## src/rtl/multicycle_ctrl.sv

```systemverilog
// rtl/multicycle_ctrl.sv - main-control FSM for the multi-cycle RV32I core
module multicycle_ctrl #(
  parameter int CNT_W   = 32,
  parameter int TIMEOUT = 0
) (
  input  logic             clk,
  input  logic             rst,
  input  logic [6:0]       op,
  input  logic             branch_taken,
  input  logic             mem_ready,
  output logic             mem_req,
  output logic             mem_we,
  output logic             addr_sel,
  output logic             ir_write,
  output logic             mdr_write,
  output logic             pc_write,
  output logic [1:0]       pc_src,
  output logic [1:0]       alu_src_a,
  output logic [1:0]       alu_src_b,
  output logic [1:0]       alu_op,
  output logic [2:0]       imm_sel,
  output logic             reg_write,
  output logic [1:0]       result_src,
  output logic             retire,
  output logic [CNT_W-1:0] instret_count,
  output logic             trap,
  output logic [1:0]       trap_cause
);

  localparam logic [6:0] OP_R      = 7'b0110011;
  localparam logic [6:0] OP_I      = 7'b0010011;
  localparam logic [6:0] OP_LOAD   = 7'b0000011;
  localparam logic [6:0] OP_STORE  = 7'b0100011;
  localparam logic [6:0] OP_BRANCH = 7'b1100011;
  localparam logic [6:0] OP_JAL    = 7'b1101111;
  localparam logic [6:0] OP_JALR   = 7'b1100111;
  localparam logic [6:0] OP_LUI    = 7'b0110111;
  localparam logic [6:0] OP_AUIPC  = 7'b0010111;

  localparam logic [31:0] WAIT_LAST = (TIMEOUT > 0) ? 32'(TIMEOUT - 1) : 32'd0;

  typedef enum logic [2:0] {S_FETCH, S_DECODE, S_EXEC, S_MEM, S_WB, S_TRAP} state_t;

  state_t      state;
  logic [31:0] wait_cnt;
  logic        handshake;
  logic        timeout_hit;
  logic        legal;
  logic [2:0]  imm_dec;

  assign handshake   = mem_req & mem_ready;
  // a handshake on the last allowed cycle wins over the timeout
  assign timeout_hit = (TIMEOUT > 0) && mem_req && !mem_ready && (wait_cnt == WAIT_LAST);

  always_comb begin
    legal   = 1'b1;
    imm_dec = 3'b000;
    case (op)
      OP_R:                     imm_dec = 3'b000;
      OP_I, OP_LOAD, OP_JALR:   imm_dec = 3'b001;
      OP_STORE:                 imm_dec = 3'b010;
      OP_BRANCH:                imm_dec = 3'b011;
      OP_LUI, OP_AUIPC:         imm_dec = 3'b100;
      OP_JAL:                   imm_dec = 3'b101;
      default:                  legal   = 1'b0;
    endcase
  end

  always_comb begin
    mem_req    = 1'b0;
    mem_we     = 1'b0;
    addr_sel   = 1'b0;
    ir_write   = 1'b0;
    mdr_write  = 1'b0;
    pc_write   = 1'b0;
    pc_src     = 2'b00;
    alu_src_a  = 2'b00;
    alu_src_b  = 2'b00;
    alu_op     = 2'b00;
    imm_sel    = 3'b000;
    reg_write  = 1'b0;
    result_src = 2'b00;
    retire     = 1'b0;
    case (state)
      S_FETCH: begin
        mem_req  = 1'b1;
        ir_write = mem_ready;
        pc_write = mem_ready;
      end
      S_DECODE: imm_sel = imm_dec;
      S_EXEC: begin
        imm_sel = imm_dec;
        case (op)
          OP_R:             alu_op = 2'b10;
          OP_I: begin
            alu_src_b = 2'b01;
            alu_op    = 2'b10;
          end
          OP_LOAD, OP_STORE: alu_src_b = 2'b01;
          OP_BRANCH: begin
            alu_op   = 2'b01;
            pc_src   = 2'b10;
            pc_write = branch_taken;
            retire   = 1'b1;
          end
          OP_JAL: begin
            pc_write = 1'b1;
            pc_src   = 2'b10;
          end
          OP_JALR: begin
            alu_src_b = 2'b01;
            pc_write  = 1'b1;
            pc_src    = 2'b01;
          end
          OP_LUI: begin
            alu_src_a = 2'b10;
            alu_src_b = 2'b01;
          end
          OP_AUIPC: begin
            alu_src_a = 2'b01;
            alu_src_b = 2'b01;
          end
          default: ;
        endcase
      end
      S_MEM: begin
        imm_sel   = imm_dec;
        mem_req   = 1'b1;
        addr_sel  = 1'b1;
        mem_we    = (op == OP_STORE);
        mdr_write = mem_ready & (op == OP_LOAD);
        retire    = mem_ready & (op == OP_STORE);
      end
      S_WB: begin
        imm_sel   = imm_dec;
        reg_write = 1'b1;
        retire    = 1'b1;
        if (op == OP_LOAD)                       result_src = 2'b01;
        else if (op == OP_JAL || op == OP_JALR)  result_src = 2'b10;
      end
      default: ;
    endcase
  end

  always_ff @(posedge clk) begin
    if (rst) begin
      state         <= S_FETCH;
      wait_cnt      <= 32'd0;
      instret_count <= '0;
      trap          <= 1'b0;
      trap_cause    <= 2'b00;
    end else begin
      if (retire) instret_count <= instret_count + CNT_W'(1);
      // entering FETCH/MEM always comes from a non-requesting state or a handshake
      if (handshake || !mem_req) wait_cnt <= 32'd0;
      else                       wait_cnt <= wait_cnt + 32'd1;
      case (state)
        S_FETCH, S_MEM: begin
          if (handshake) begin
            if (state == S_FETCH)       state <= S_DECODE;
            else if (op == OP_STORE)    state <= S_FETCH;
            else                        state <= S_WB;
          end else if (timeout_hit) begin
            state      <= S_TRAP;
            trap       <= 1'b1;
            trap_cause <= 2'b10;
          end
        end
        S_DECODE: begin
          if (legal) state <= S_EXEC;
          else begin
            state      <= S_TRAP;
            trap       <= 1'b1;
            trap_cause <= 2'b01;
          end
        end
        S_EXEC: begin
          if (op == OP_LOAD || op == OP_STORE) state <= S_MEM;
          else if (op == OP_BRANCH)            state <= S_FETCH;
          else                                 state <= S_WB;
        end
        S_WB:    state <= S_FETCH;
        S_TRAP:  state <= S_TRAP;
        default: state <= S_FETCH;
      endcase
    end
  end

endmodule

```

## config.mk

```make
export PLATFORM = sky130hd
export DESIGN_NAME = multicycle_ctrl
export DESIGN_NICKNAME = d
export VERILOG_FILES = /design/src/rtl/multicycle_ctrl.sv
export SDC_FILE = /design/constraint.sdc
export NUM_CORES = 1
export LEC_CHECK = 0
export CAP_MARGIN = 10
export CELL_PAD_IN_SITES_DETAIL_PLACEMENT = 0
export CELL_PAD_IN_SITES_GLOBAL_PLACEMENT = 1
export CORE_AREA = 2 2 108 68
export DETAILED_ROUTE_END_ITERATION = 7
export DIE_AREA = 0 0 110 70
export PLACE_DENSITY = 0.9
export SYNTH_ARGS = -nofsm -noshare
export SYNTH_HDL_FRONTEND = slang
export SYNTH_SLANG_ARGS = --single-unit
```

## constraint.sdc

```tcl
create_clock -name clk -period 3.3 [get_ports clk]
set_input_delay 0.99 -clock clk [delete_from_list [all_inputs] [get_ports clk]]
set_output_delay 0.99 -clock clk [all_outputs]
set_load 0.01 [all_outputs]
```

==> summary.md <==
| Metric | Value |
|---|---|
| Setup Viol. Count Final | 0 |
| Hpwl dp | between 5000 and 6000 um |
| Final Cycle Share | between 90% and 100% |
| Clk slew on worst S/H paths | 0.07 ns |
| Slowest stage delay, CP | 0.31 ns |
| Hold WC Path Type | reg2reg |
| Hold wc startpoint | instret_count[19] |
| CP endpoint kind | primary output |
| Routed vias | 2423 |
| Max Cap Viol | 0 |
| Clk sink count | 36 |
| Core area | 6880 sq um |
| Leakage power | 1.22 nW |
| WL final | 6620 um |
| Placed inst area | 3120 sq um |
| Root Driver | clkbuf_8 |
| Required time worst endpoint | 2.31 ns |
| Die X | 110 um |
| Post-synth top area share | between 30% and 40% |
| Vias in the first global route | 2192 |
| Buf+Inv Stages, Crit Path | 3 |
| DRT iter0 DRCs | 115 |
| Hold-fix buffers, CTS | 0 |
| DRT Pass-1 Iters | 4 |
| EDFF count, synth | 0 |
| # rows | 24 |
| Synth cell types | 56 |
| Top-level I/O count | 67 |
| Reg2reg end | instret_count[24] |
| Worst hold endpoint | instret_count[19] |
| Post-synth top area cell | dfxtp_1 |
| Synth warn | 0 |
| Status | finished clean |
| Final Net Count | 383 |
| First-pass GRT wire length | 10700 um |
| Post-Syn Area | 2210 sq um |
| CP max FO | 7 |
| Clock Path Buffers | 2 |
| Port-buffer cells | 64 |
| Synthesis-to-layout area growth | 45.1% |
| Initial Util | 32.2% |
| Finished Layout Cells | 463 |
| Fin. max-slew vios | 0 |
| Most common cell on crit path | dlygate4sd2_1 |
| CP max stage cell | and4bb_2 |
| DRC | 0 |
| CTS tree | yes |
| GP Congestion | 0.903 |
| Synth async-reset ratio | 0% |
| Final Hold Vio Count | 0 |
| Hold Crit Depth | 2 |
| Global route overflow | 0 |
| Antenna cell count | 0 |
| Placed cells | 450 |
| Max VDD drop | about 0.18 mV |
| Syn avg cell area | around 8 sq um |
| Minimum clock period | 3.24 ns |
| Syn Inst Count | roughly 280 |
| Worst slew margin | 64.9% |
| H-tree Lvls | 2 |
| Pwr dens | approximately 300 nW/um^2 |
| Chip height | about 70 um |
| Primary FF master, synth | dfxtp_1 |
| CP Data Arrival Time | 2.25 ns |
| WS Path Type | in2out |
| Drt wl/cell | 14.3 um |
| R2r setup slk | 0.74 ns |
| Most numerous cell in the Yosys netlist | dfxtp_1 |
| Setup Skew | between 0.006 and 0.007 ns |
| Register area share after synthesis | 32.5% |
| Post-DRT Antenna Nets | 0 |
| Share of cells above drive strength 1 | 18.8% |
| TritonCTS buffer count | 5 |
| Worst-Margin Slew | 0.521 ns |
| Crit path max-delay family | buffers and inverters |
| Initial antenna violation count | 0 |
| Max Clk Rate | 0.309 GHz |
| FF-to-FF path depth | 9 |
| Cell Chain, Critical Path | dlygate4sd2_1 -> and4bb_2 -> and3_1 -> buf_4 -> dlygate4sd2_1 |
| Top post-synthesis cells by count | dfxtp_1, a21oi_1, nor2_1, nand2_1, o21ai_0 |
| Global Route Usage Sum | 17.5% |
| Clock latency on the worst-skew pair | between 0.2 and 0.3 ns |
| #FFs+latches synth | 36 |
| DR vias/cell | between 5 and 6 |
| Unrepaired setup endpoints after global routing | no |
| Die area | 7700 sq um |
| RR Startpoint | state[0] |
| Setup TNS | 0 ns |
| CP Launch Type | input pin |
| Synth area leaders | dfxtp_1, a21oi_1, nor2_1 |
| Largest net degree at the start of global routing | 16 |
| Final instance area | ~3200 sq um |
cells by family after synthesis:
kind of cell	Yosys count	share of synthesized area, %
AO/OA/AOI/OAI	70	20.4
XOR/XNOR	7	2.77
adder cells (fa/ha/maj)	2	1.02
buffers and inverters	28	6.21
flip-flops	36	32.5
multiplexers	6	2.88
other	1	0.169
AND/OR/NAND/NOR	129	34.0
cell usage in the layout, fill, tap and decap left out, drive strengths merged, types with 3 or more instances in the layout:
cell,instances
dfxtp,36
mux2i,3
nor4,5
clkdlybuf4s50,40
a21oi,27
nand3,13
clkbuf,9
o21ai,15
clkinv,3
nand3b,3
dlygate4sd2,14
mux2,3
and3,7
nor3,10
xnor2,3
xor2,4
nand2,19
nor2,22
inv,8
nor3b,3
nand4,6
a211oi,3
or2,5
and2,3
o31ai,10
or4,7
nor2b,5
buf,43
or3,11
metal layers:
metal  wire length, um  up-vias  track usage [%]
met5                 0        -                0
met1              3410     1132             27.7
met2              2680       80             22.8
li1                  -     1205                -
met3               465        6             4.48
met4                66        0             4.50
tightest hold or removal path: stages, from the launching register on:
cell and delay (ns):
dfxtp_1 0.34, o31ai_1 0.07, a21oi_1 0.05
flip-flops by register name (all words and copies together), names as in the netlist:
register,flops
instret_count,32
state,3
trap_cause,1
final cells by class:
class                   instances  area, sq um
flip-flops and latches         36          721
clock buffers                   6         72.6
clock inverters                 2         35.0
fillers                       669         3660
repair buffers                102          868
inverters                      10         37.5
multi-input cells             216         1370
well taps                      91          114
report_power, final:
part           switching, mW  internal, mW  total, mW
clock network          0.159         0.224      0.383
logic                 0.0630        0.0623      0.125
registers            0.00908         0.439      0.448
total                  0.231         0.725      0.956
repair_timing:
action / CTS / global route
setup buffers: 4 / 1
cloned: 0 / 0
gates resized for setup: 41 / 12
setup endpoints to repair: 17 / 6
pin swaps: 4 / 3
metrics by stage:
stage / worst slack (ns) / total power, mW / hold WS, ns / util (%)
2_1_floorplan: 0.102 / 0.520 / 0.499 / -
3_3_place_gp: -0.543 / 0.582 / 0.484 / 45.4
3_5_place_dp: -0.599 / 0.585 / 0.491 / 45.4
4_1_cts: 0.00221 / 0.964 / 0.511 / 46.9
5_1_grt: 0.0179 / 0.997 / 0.535 / 46.7
6_report: 0.0602 / 0.956 / 0.504 / 46.7
how the worst max path moves through the flow:
stage | startpoint | end | slack, ns | cells after the start
6_report | op[2] | alu_op[0] | 0.06 | 5
3_5_place_dp | op[2] | mdr_write | -0.60 | 5
5_1_grt | op[2] | alu_op[0] | 0.02 | 5
2_1_floorplan | op[4] | retire | 0.10 | 7
3_3_place_gp | op[2] | mdr_write | -0.54 | 5
4_1_cts | op[2] | mem_we | 0.002 | 5
(Power assumes the default switching activity.)
